$ cat src/rtl/welcomer_sequencer_if.sv
// Bundle of the channel configuration inputs and status outputs of the
// welcomer sequencer. The master side supplies enables/durations and
// observes the status; the slave side is the sequencer itself.
interface welcomer_sequencer_if #(
  parameter int NUM_CH  = 2,
  parameter int CNT_W   = 32,
  parameter int COUNT_W = 16
);
  logic [NUM_CH-1:0]       in_channel_enable;
  logic [NUM_CH*CNT_W-1:0] in_durations;
  logic [NUM_CH-1:0]       out_channels;
  logic                    out_busy;
  logic [1:0]              out_state;
  logic                    out_presence;
  logic [COUNT_W-1:0]      out_welcome_count;

  modport master (
    output in_channel_enable, in_durations,
    input  out_channels, out_busy, out_state, out_presence, out_welcome_count
  );

  modport slave (
    input  in_channel_enable, in_durations,
    output out_channels, out_busy, out_state, out_presence, out_welcome_count
  );
endinterface

$ cat src/rtl/welcomer_sequencer.sv
// Welcomer sequencer: debounces a raw presence sensor, fires NUM_CH timed
// output channels once per visit, then waits for the visitor to leave and
// holds off re-triggering for a cooldown period. Counts completed welcomes
// with saturation. All outputs come straight from registers.
module welcomer_sequencer #(
  parameter int NUM_CH          = 2,
  parameter int CNT_W           = 32,
  parameter int DEBOUNCE_CYCLES = 10000000,
  parameter int COOLDOWN_CYCLES = 50000000,
  parameter int COUNT_W         = 16
) (
  input  logic                 in_clock,
  input  logic                 in_reset,
  input  logic                 in_presence_signal,
  welcomer_sequencer_if.slave  bus
);

  typedef enum logic [1:0] {
    ST_IDLE       = 2'd0,
    ST_WELCOME    = 2'd1,
    ST_WAIT_LEAVE = 2'd2,
    ST_COOLDOWN   = 2'd3
  } state_t;

  // A debounce count of 0 behaves like 1: accept on the first mismatching cycle.
  localparam logic [CNT_W-1:0] DEB_LAST_C   = (DEBOUNCE_CYCLES > 0) ? CNT_W'(DEBOUNCE_CYCLES - 1)
                                                                    : {CNT_W{1'b0}};
  localparam logic [CNT_W-1:0] COOL_LOAD_C  = CNT_W'(COOLDOWN_CYCLES);
  localparam logic [CNT_W-1:0] CNT_ZERO_C   = {CNT_W{1'b0}};
  localparam logic [CNT_W-1:0] CNT_ONE_C    = CNT_W'(1);
  localparam logic [COUNT_W-1:0] COUNT_ONE_C = COUNT_W'(1);
  localparam logic [COUNT_W-1:0] COUNT_MAX_C = {COUNT_W{1'b1}};

  logic [1:0]         sync_r;
  logic               pres_s;
  logic               pres_f_r;
  logic [CNT_W-1:0]   deb_cnt_r;

  state_t             state_r;
  state_t             state_nxt_s;
  logic [CNT_W-1:0]   ch_cnt_r     [NUM_CH];
  logic [CNT_W-1:0]   ch_cnt_nxt_s [NUM_CH];
  logic [NUM_CH-1:0]  ch_out_r;
  logic [NUM_CH-1:0]  ch_out_nxt_s;
  logic [CNT_W-1:0]   cool_cnt_r;
  logic [CNT_W-1:0]   cool_cnt_nxt_s;
  logic [COUNT_W-1:0] wcount_r;
  logic [COUNT_W-1:0] wcount_nxt_s;
  logic               busy_r;
  logic               all_done_s;

  assign pres_s = sync_r[1];

  // Synchronise the raw sensor and accept a new level only after it has been stable.
  always_ff @(posedge in_clock) begin
    if (in_reset) begin
      sync_r    <= 2'b00;
      pres_f_r  <= 1'b0;
      deb_cnt_r <= CNT_ZERO_C;
    end else begin
      sync_r <= {sync_r[0], in_presence_signal};
      if (pres_s == pres_f_r) begin
        deb_cnt_r <= CNT_ZERO_C;
      end else if (deb_cnt_r >= DEB_LAST_C) begin
        pres_f_r  <= pres_s;
        deb_cnt_r <= CNT_ZERO_C;
      end else begin
        deb_cnt_r <= deb_cnt_r + CNT_ONE_C;
      end
    end
  end

  // Next-state and next-counter logic of the welcome sequence.
  always_comb begin
    state_nxt_s    = state_r;
    ch_cnt_nxt_s   = ch_cnt_r;
    ch_out_nxt_s   = ch_out_r;
    cool_cnt_nxt_s = cool_cnt_r;
    wcount_nxt_s   = wcount_r;
    all_done_s     = 1'b1;
    for (int i = 0; i < NUM_CH; i++) begin
      all_done_s = all_done_s & (ch_cnt_r[i] == CNT_ZERO_C);
    end

    case (state_r)
      ST_IDLE: begin
        if (pres_f_r) begin
          state_nxt_s = ST_WELCOME;
          // Enables and durations are captured here; later changes are ignored.
          for (int i = 0; i < NUM_CH; i++) begin
            ch_cnt_nxt_s[i] = bus.in_channel_enable[i] ? bus.in_durations[i*CNT_W +: CNT_W]
                                                       : CNT_ZERO_C;
            ch_out_nxt_s[i] = bus.in_channel_enable[i] &&
                              (bus.in_durations[i*CNT_W +: CNT_W] != CNT_ZERO_C);
          end
        end else begin
          state_nxt_s  = ST_IDLE;
          ch_out_nxt_s = {NUM_CH{1'b0}};
        end
      end
      ST_WELCOME: begin
        for (int i = 0; i < NUM_CH; i++) begin
          if (ch_cnt_r[i] != CNT_ZERO_C) begin
            ch_cnt_nxt_s[i] = ch_cnt_r[i] - CNT_ONE_C;
            ch_out_nxt_s[i] = (ch_cnt_r[i] == CNT_ONE_C) ? 1'b0 : ch_out_r[i];
          end else begin
            ch_cnt_nxt_s[i] = CNT_ZERO_C;
            ch_out_nxt_s[i] = 1'b0;
          end
        end
        if (all_done_s) begin
          state_nxt_s  = ST_WAIT_LEAVE;
          wcount_nxt_s = (wcount_r != COUNT_MAX_C) ? (wcount_r + COUNT_ONE_C) : wcount_r;
        end else begin
          state_nxt_s = ST_WELCOME;
        end
      end
      ST_WAIT_LEAVE: begin
        ch_out_nxt_s = {NUM_CH{1'b0}};
        if (!pres_f_r) begin
          state_nxt_s    = ST_COOLDOWN;
          cool_cnt_nxt_s = COOL_LOAD_C;
        end else begin
          state_nxt_s = ST_WAIT_LEAVE;
        end
      end
      ST_COOLDOWN: begin
        ch_out_nxt_s = {NUM_CH{1'b0}};
        if (cool_cnt_r == CNT_ZERO_C) begin
          state_nxt_s = ST_IDLE;
        end else begin
          cool_cnt_nxt_s = cool_cnt_r - CNT_ONE_C;
        end
      end
      default: begin
        state_nxt_s  = ST_IDLE;
        ch_out_nxt_s = {NUM_CH{1'b0}};
      end
    endcase
  end

  // State, counters and registered outputs.
  always_ff @(posedge in_clock) begin
    if (in_reset) begin
      state_r    <= ST_IDLE;
      ch_out_r   <= {NUM_CH{1'b0}};
      cool_cnt_r <= CNT_ZERO_C;
      wcount_r   <= {COUNT_W{1'b0}};
      busy_r     <= 1'b0;
      for (int i = 0; i < NUM_CH; i++) begin
        ch_cnt_r[i] <= CNT_ZERO_C;
      end
    end else begin
      state_r    <= state_nxt_s;
      ch_out_r   <= ch_out_nxt_s;
      cool_cnt_r <= cool_cnt_nxt_s;
      wcount_r   <= wcount_nxt_s;
      busy_r     <= (state_nxt_s == ST_WELCOME);
      for (int i = 0; i < NUM_CH; i++) begin
        ch_cnt_r[i] <= ch_cnt_nxt_s[i];
      end
    end
  end

  assign bus.out_channels      = ch_out_r;
  assign bus.out_busy          = busy_r;
  assign bus.out_state         = state_r;
  assign bus.out_presence      = pres_f_r;
  assign bus.out_welcome_count = wcount_r;

endmodule

$ cat src/flat_wrapper.sv
// flat-port wrapper written by rule: the top's interface ports become plain ports
module welcomer_sequencer_flat 
#(
  parameter int NUM_CH          = 2,
  parameter int CNT_W           = 32,
  parameter int DEBOUNCE_CYCLES = 10000000,
  parameter int COOLDOWN_CYCLES = 50000000,
  parameter int COUNT_W         = 16
)
  (in_clock, in_reset, in_presence_signal, bus_in_channel_enable, bus_in_durations, bus_out_channels, bus_out_busy, bus_out_state, bus_out_presence, bus_out_welcome_count);
  welcomer_sequencer_if #(.NUM_CH(NUM_CH), .CNT_W(CNT_W), .COUNT_W(COUNT_W)) bus_i ();
  input  logic in_clock;
  input  logic in_reset;
  input  logic in_presence_signal;
  input wire logic [$bits(bus_i.in_channel_enable)-1:0] bus_in_channel_enable;
  input wire logic [$bits(bus_i.in_durations)-1:0] bus_in_durations;
  output wire logic [$bits(bus_i.out_channels)-1:0] bus_out_channels;
  output wire logic [$bits(bus_i.out_busy)-1:0] bus_out_busy;
  output wire logic [$bits(bus_i.out_state)-1:0] bus_out_state;
  output wire logic [$bits(bus_i.out_presence)-1:0] bus_out_presence;
  output wire logic [$bits(bus_i.out_welcome_count)-1:0] bus_out_welcome_count;
  assign bus_i.in_channel_enable = bus_in_channel_enable;
  assign bus_i.in_durations = bus_in_durations;
  assign bus_out_channels = bus_i.out_channels;
  assign bus_out_busy = bus_i.out_busy;
  assign bus_out_state = bus_i.out_state;
  assign bus_out_presence = bus_i.out_presence;
  assign bus_out_welcome_count = bus_i.out_welcome_count;
  welcomer_sequencer #(.NUM_CH(NUM_CH), .CNT_W(CNT_W), .DEBOUNCE_CYCLES(DEBOUNCE_CYCLES), .COOLDOWN_CYCLES(COOLDOWN_CYCLES), .COUNT_W(COUNT_W)) u_core (.in_clock(in_clock), .in_reset(in_reset), .in_presence_signal(in_presence_signal), .bus(bus_i));
endmodule
$ cat config.mk
export PLATFORM = sky130hd
export DESIGN_NAME = welcomer_sequencer_flat
export DESIGN_NICKNAME = d
export VERILOG_FILES = /design/src/rtl/welcomer_sequencer_if.sv /design/src/rtl/welcomer_sequencer.sv /design/src/flat_wrapper.sv
export SDC_FILE = /design/constraint.sdc
export NUM_CORES = 1
export LEC_CHECK = 0
export CORE_ASPECT_RATIO = 0.7
export CORE_MARGIN = 2
export CORE_UTILIZATION = 50
export DETAILED_ROUTE_END_ITERATION = 12
export PLACE_DENSITY = 0.82
export SLEW_MARGIN = 20
export SYNTH_ARGS = -nofsm -noshare
export SYNTH_HDL_FRONTEND = slang
export SYNTH_SLANG_ARGS = --single-unit
export TNS_END_PERCENT = 1
$ cat constraint.sdc
create_clock -name in_clock -period 5 [get_ports in_clock]
set_input_delay 0.75 -clock in_clock [delete_from_list [all_inputs] [get_ports in_clock]]
set_output_delay 0.75 -clock in_clock [all_outputs]
set_load 0.02 [all_outputs]
==> results of run 1 <==
==> routing by layer <==
metal / routed length [um] / vias to the layer above
met3: 2360 / 31
met1: 10700 / 3795
met5: 0 / -
met4: 323 / 0
li1: - / 3897
met2: 9690 / 416
==> flip-flops by register name, indices dropped and copies added (netlist names) <==
name and count:
u_core.bus.out_busy 1, u_core.bus.out_channels 2, u_core.bus.out_presence 1, u_core.bus.out_state 2, u_core.bus.out_welcome_count 16, u_core.ch_cnt_r 64
u_core.cool_cnt_r 32, u_core.deb_cnt_r 32, u_core.sync_r 2
==> power by group through the flow <==
stage | clock, mW | sequential [mW] | combinational (mW)
floorplan | 0 | 1.32 | 0.515
global placement | 0 | 1.33 | 0.722
detailed placement | 0 | 1.33 | 0.731
CTS | 1.28 | 1.30 | 0.736
global route | 1.34 | 1.31 | 0.825
finish | 1.27 | 1.30 | 0.761
==> area by class of cell <==
| cell class | instances | share of cell area |
|---|---|---|
| Tap cell | 200 | 0.0262 |
| Clock inverter | 13 | 0.0156 |
| Multi-Input combinational cell | 773 | 0.486 |
| Sequential cell | 152 | 0.318 |
| Inverter | 25 | 0.00981 |
| Timing Repair Buffer | 98 | 0.0999 |
| Clock buffer | 18 | 0.0448 |
==> metrics by stage <==
step	instance area, um^2	util	hold WS (ps)
finish	9570	0.615	451
global route	9570	0.615	483
CTS	9560	0.615	449
detailed placement	8980	0.578	439
global placement	8980	0.578	422
floorplan	8010	-	413
==> logic make-up (layout without fill, tap and decap cells) <==
logic type	Yosys count	after routing	synth area share
adders and majority gates	7	7	0.0110
buffers and inverters	82	154	0.0425
xor gates and xnor gates	53	53	0.0581
other	1	8	0.000470
AOI/OAI and AO/OA	276	276	0.224
and+or+nand+nor	426	426	0.278
DFF	152	152	0.381
muxes	3	3	0.00392
==> worst max-delay path: stages (launching register included) <==
cell	delay, ps
dfxtp_1	370
or4_1	590
nor4_1	810
a41oi_2	550
o211ai_1	840
nor3_1	90
o31a_1	300
==> cell usage in the layout, fill, tap and decap left out, types with 5 or more instances in the layout <==
| cell | count |
|---|---|
| a21oi_1 | 68 |
| a221oi_1 | 6 |
| a222oi_1 | 8 |
| a22oi_1 | 20 |
| a31oi_1 | 23 |
| a32oi_1 | 7 |
| and2_1 | 9 |
| and3_1 | 14 |
| buf_4 | 8 |
| clkbuf_16 | 17 |
| clkdlybuf4s50_1 | 89 |
| clkinv_4 | 5 |
| conb_1 | 8 |
| dfxtp_1 | 152 |
| ha_1 | 7 |
| inv_1 | 25 |
| nand2_1 | 70 |
| nand3_1 | 30 |
| nand3b_1 | 6 |
| nand4_1 | 23 |
| nor2_1 | 116 |
| nor2b_1 | 7 |
| nor3_1 | 36 |
| nor4_1 | 50 |
| o211ai_1 | 14 |
| o21a_1 | 8 |
| o21ai_0 | 61 |
| o22ai_1 | 12 |
| o31a_1 | 10 |
| o31ai_1 | 10 |
| or2_2 | 5 |
| or3_1 | 16 |
| or4_1 | 16 |
| xnor2_1 | 21 |
| xor2_1 | 32 |
==> worst paths after layout <==
check / from / to / slack, ps
hold / removal: u_core.deb_cnt_r[0] / u_core.deb_cnt_r[0] / 450
setup / recovery: u_core.cool_cnt_r[8] / u_core.cool_cnt_r[19] / 1340
hold reg to reg: u_core.deb_cnt_r[0] / u_core.deb_cnt_r[0] / 450
setup reg to reg: u_core.cool_cnt_r[8] / u_core.cool_cnt_r[19] / 1340
==> flow_summary.toml, run 1 <==
[run_status]
status = "complete, no violations"

[route]
drt_iter0_markers = 1015
drc = 0
ant_nets = 0
wl_um = 23100
wl_per_cell_um = 18.1
firstDrtPassIters = 6
viasPerCell = 6.36
dr_total_vias = 8139

[sta]
hold_viol = 0
timing.final.ws_setup_ps = 1340
slew_headroom = 0.285
max_freq_mhz = 273
post-route-period-util = 0.732
rsz0062_at_grt = "false"
final_max_slew_viol_count = 0
skew_ps = 14.8
fin_crit_ps = 3660
setup_viol = 0
tns_ps = 0
worst_pin_slew_ps = 1070

[global_route]
grt_pass1_vias = 7284
use_met3 = 0.0615
grt_util_met1 = 0.399
grt.busiest_layer = "met2"
grt_max_degree = 88
grtUsageTotal = 0.273
grtUsageMet2 = 0.409
grt.overflow.total = 0
grt_pass1_wl_um = 37300
antenna_found_initial = 0

[clock_tree]
cts_setup_buffers = 0
cts_max_level = 4
ctsResizeCount = 0
cts.sinks = 152
numCtsBuffers = 17
cts_hold_buf = 0
clk_latency_ps = 430
cts_buffer_depth = 2
cts_root_buffer = "clkbuf_16"
cts_tree = "yes"
clk_pin_slew_ps = 60

[cells_and_area]
regArea_mm2 = 0.00304
fin_nets = 1143
layout-drive-gt1-share = 0.0575
fillCellCount = 1338
finalNonFillerCells = 1279
area_growth_pct = 19.9
diodes = 0
multi_input_area_mm2 = 0.00465

[pwr]
power.total_mw = 3.34
seqPwrFrac = 0.391
ir_drop_mv = 0.201
intPower_mw = 2.27
leakage_nw = 3.22
switchingPower_mw = 1.07
powerDensity_mw_per_mm2 = 349
p_comb_frac = 0.228
swShare = 0.321
clockPowerShare = 0.382

[worst_setup_path]
crit_fanout = 16
arrival_ps = 3970
cp.required_ps = 5310
critPathLaunchType = "flop"
crit_type = "flop to flop"
crit_path_end_kind = "flop"
reg2reg_depth = 6

[placement]
dpl.hpwl_um = 15600
placedCellCount = 1248
io_buffers = 90
place_worst_setup_slack_ps = 1310
routabilityCongestion = 0.887

[synthesis]
synth-edff-count = 0
yosysSeqAreaShare = 0.381
synth_top_area_share = 0.381
avgSynthCellArea_um2 = 7.98
async_flop_share = 0
synth_area_leaders = "dfxtp_1, nor2_1, a21oi_1"
synth_warnings = 0
synth_largest_area_cell = "dfxtp_1"
synth_ff_type = "dfxtp_1"
yosys_register_bits = 152
syn_inst = 1000
syn-cell-area_mm2 = 0.00798
yosysUniqueCellTypes = 68
synthTopCellsByCount = "dfxtp_1, nor2_1, nand2_1, a21oi_1, o21ai_0"
yosysMostFrequentCell = "dfxtp_1"

[floorplan]
fp.dieH_um = 110
dieArea_mm2 = 0.0170
die_width_um = 155
start_util = 0.514
rows = 38
io_pins = 91
fp.coreArea_mm2 = 0.0155

[worst_hold_path]
hold_depth = 1
hold_path.class = "flop to flop"

[flow_run]
maxCapViolations = 0
Note: power is estimated with default switching activity, not from simulation.
==> inputs of run 2 (changes only) <==
==> constraint.sdc (replaced) <==
create_clock -name in_clock -period 3.7 [get_ports in_clock]
set_input_delay 0.555 -clock in_clock [delete_from_list [all_inputs] [get_ports in_clock]]
set_output_delay 0.555 -clock in_clock [all_outputs]
set_load 0.02 [all_outputs]
==> flow_summary.toml, run 2 (synthesis results as in run 1) <==
[pwr]
intPower_mw = 3.22
clockPowerShare = 0.393
ir_drop_mv = 0.298
swShare = 0.316
powerDensity_mw_per_mm2 = 484
leakage_nw = 3.31
seqPwrFrac = 0.375
p_comb_frac = 0.232
switchingPower_mw = 1.48

[clock_tree]
cts_setup_buffers = 0
clk_latency_ps = 430
ctsResizeCount = 0
clk_pin_slew_ps = 70
cts_max_level = 4
cts_root_buffer = "clkbuf_16"
cts_hold_buf = 0
cts_tree = "yes"
cts_buffer_depth = 2
cts.sinks = 152
numCtsBuffers = 17

[worst_setup_path]
cp_slowest_stage_delay_ps = 700
arrival_ps = 3720
r2r-start = "u_core.ch_cnt_r[24]"
cp_cell_sequence = "or4_1 > nor4_4 > or4b_4 > or4_1 > or4_1 > a21oi_1"
crit_fanout = 9
endpoint = "u_core.bus.out_welcome_count[4]"
cp_slowest_cell = "or4_1"
path_delay_family = "simple AND/OR/NAND/NOR gates"
r2r-end = "u_core.bus.out_welcome_count[4]"
cp.required_ps = 4050
crit_path_end_kind = "flop"
critPathLaunch = "u_core.ch_cnt_r[24]"
critPathLaunchType = "flop"
crit_type = "flop to flop"
cp_common_cell = "or4_1"
rrSetupSlack_ps = 320
worst-path-buf-inv = 0
worstSetupPathDepth = 6
reg2reg_depth = 6

[route]
dr_total_vias = 8279
wl_per_cell_um = 18.2
drc = 0
drt_iter0_markers = 937
viasPerCell = 6.40
wl_um = 23600
firstDrtPassIters = 6
ant_nets = 0

[cells_and_area]
diodes = 0
top_regs = "u_core.ch_cnt_r (64), u_core.cool_cnt_r (32), u_core.deb_cnt_r (32)"
fin_nets = 1157
mostFrequentLayoutCells = "dfxtp_1, nor2_1, clkdlybuf4s50_1, nand2_1, a21oi_1"
final_common_cell = "dfxtp_1"
layout-drive-gt1-share = 0.0695
largest_reg_flops = 64
finalNonFillerCells = 1294
stdcell_area_mm2 = 0.00971
registers.top_by_ff_count = "u_core.ch_cnt_r"
area_growth_pct = 21.6

[sta]
rsz0062_at_grt = "false"
setup_viol = 0
hold_viol = 0
slew_headroom = 0.210
post-route-period-util = 0.913
tns_ps = 0
skew_ps = 14.2
worst_pin_slew_ps = 1180
fin_crit_ps = 3380
max_freq_mhz = 296
final_max_slew_viol_count = 0

[placement]
placedCellCount = 1262
io_buffers = 90
routabilityCongestion = 0.924
post_dp_cell_area_mm2 = 0.00909
dpl.hpwl_um = 15900

[global_route]
grt.busiest_layer = "met2"
grtUsageMet2 = 0.426
grt_pass1_vias = 7673
grt_pass1_wl_um = 38800
grt.overflow.total = 0
use_met3 = 0.0674
grt_max_degree = 78
antenna_found_initial = 0
grt_util_met1 = 0.396
grtUsageTotal = 0.283

[floorplan]
die_width_um = 155
rows = 38
dieArea_mm2 = 0.0170
fp.coreArea_mm2 = 0.0155
io_pins = 91
fp.dieH_um = 110
start_util = 0.514

[flow_run]
maxCapViolations = 0

[worst_hold_path]
hold_path.class = "flop to flop"

[run_status]
status = "complete, no violations"
[run 2: metrics by stage]
stage                     hold slack [ps]  utilization  total power [mW]  setup WS, ps
after CTS                             443        0.624              4.67           363
after global routing                  481        0.625              4.89           203
after global placement                421        0.584              2.82           524
after detailed placement              428        0.584              2.84           401
final                                 445        0.625              4.70           322
after floorplan                       413            -              2.48           662
[run 2: power groups by stage]
stage,Clock [mW],Combinational [mW],Sequential [mW]
after floorplan,0,0.696,1.78
after global placement,0,1.03,1.79
after detailed placement,0,1.04,1.79
after CTS,1.86,1.05,1.76
after global routing,1.94,1.18,1.77
final,1.85,1.09,1.76
[run 2: final cells by class]
class	count	area, um^2
Fill cell	1324	5840
Tap cell	200	250
Multi-Input combinational cell	773	4640
Inverter	25	93.8
Sequential cell	152	3040
Timing Repair Buffer	112	1060
Clock buffer	20	457
Clock inverter	12	165
[run 2: worst min-delay path by stage]
| stage | startpoint | end | slack [ps] | cells past startpoint |
|---|---|---|---|---|
| finish | u_core.deb_cnt_r[0] | u_core.deb_cnt_r[0] | 450 | 1 |
| global route | u_core.sync_r[0] | u_core.sync_r[1] | 480 | 1 |
| CTS | u_core.deb_cnt_r[0] | u_core.deb_cnt_r[0] | 440 | 1 |
| detailed placement | u_core.deb_cnt_r[0] | u_core.deb_cnt_r[0] | 430 | 1 |
| global placement | u_core.deb_cnt_r[0] | u_core.deb_cnt_r[0] | 420 | 1 |
| floorplan | u_core.deb_cnt_r[0] | u_core.deb_cnt_r[0] | 410 | 1 |
[run 2: layer usage]
metal / wire length (um) / part of all wire
met5: 0 / 0
met4: 379 / 0.016
met3: 2560 / 0.11
met2: 10100 / 0.43
met1: 10500 / 0.45
==> inputs of run 3 (changes only) <==
--- a/config.mk
+++ b/config.mk
@@ -10,6 +10,7 @@
 export CORE_UTILIZATION = 50
 export DETAILED_ROUTE_END_ITERATION = 12
 export PLACE_DENSITY = 0.82
+export SKIP_CTS_REPAIR_TIMING = 1
 export SLEW_MARGIN = 20
 export SYNTH_ARGS = -nofsm -noshare
 export SYNTH_HDL_FRONTEND = slang
==> results of run 3 <==
Same layout as run 2: the final DEF is identical, and so are final timing and power.
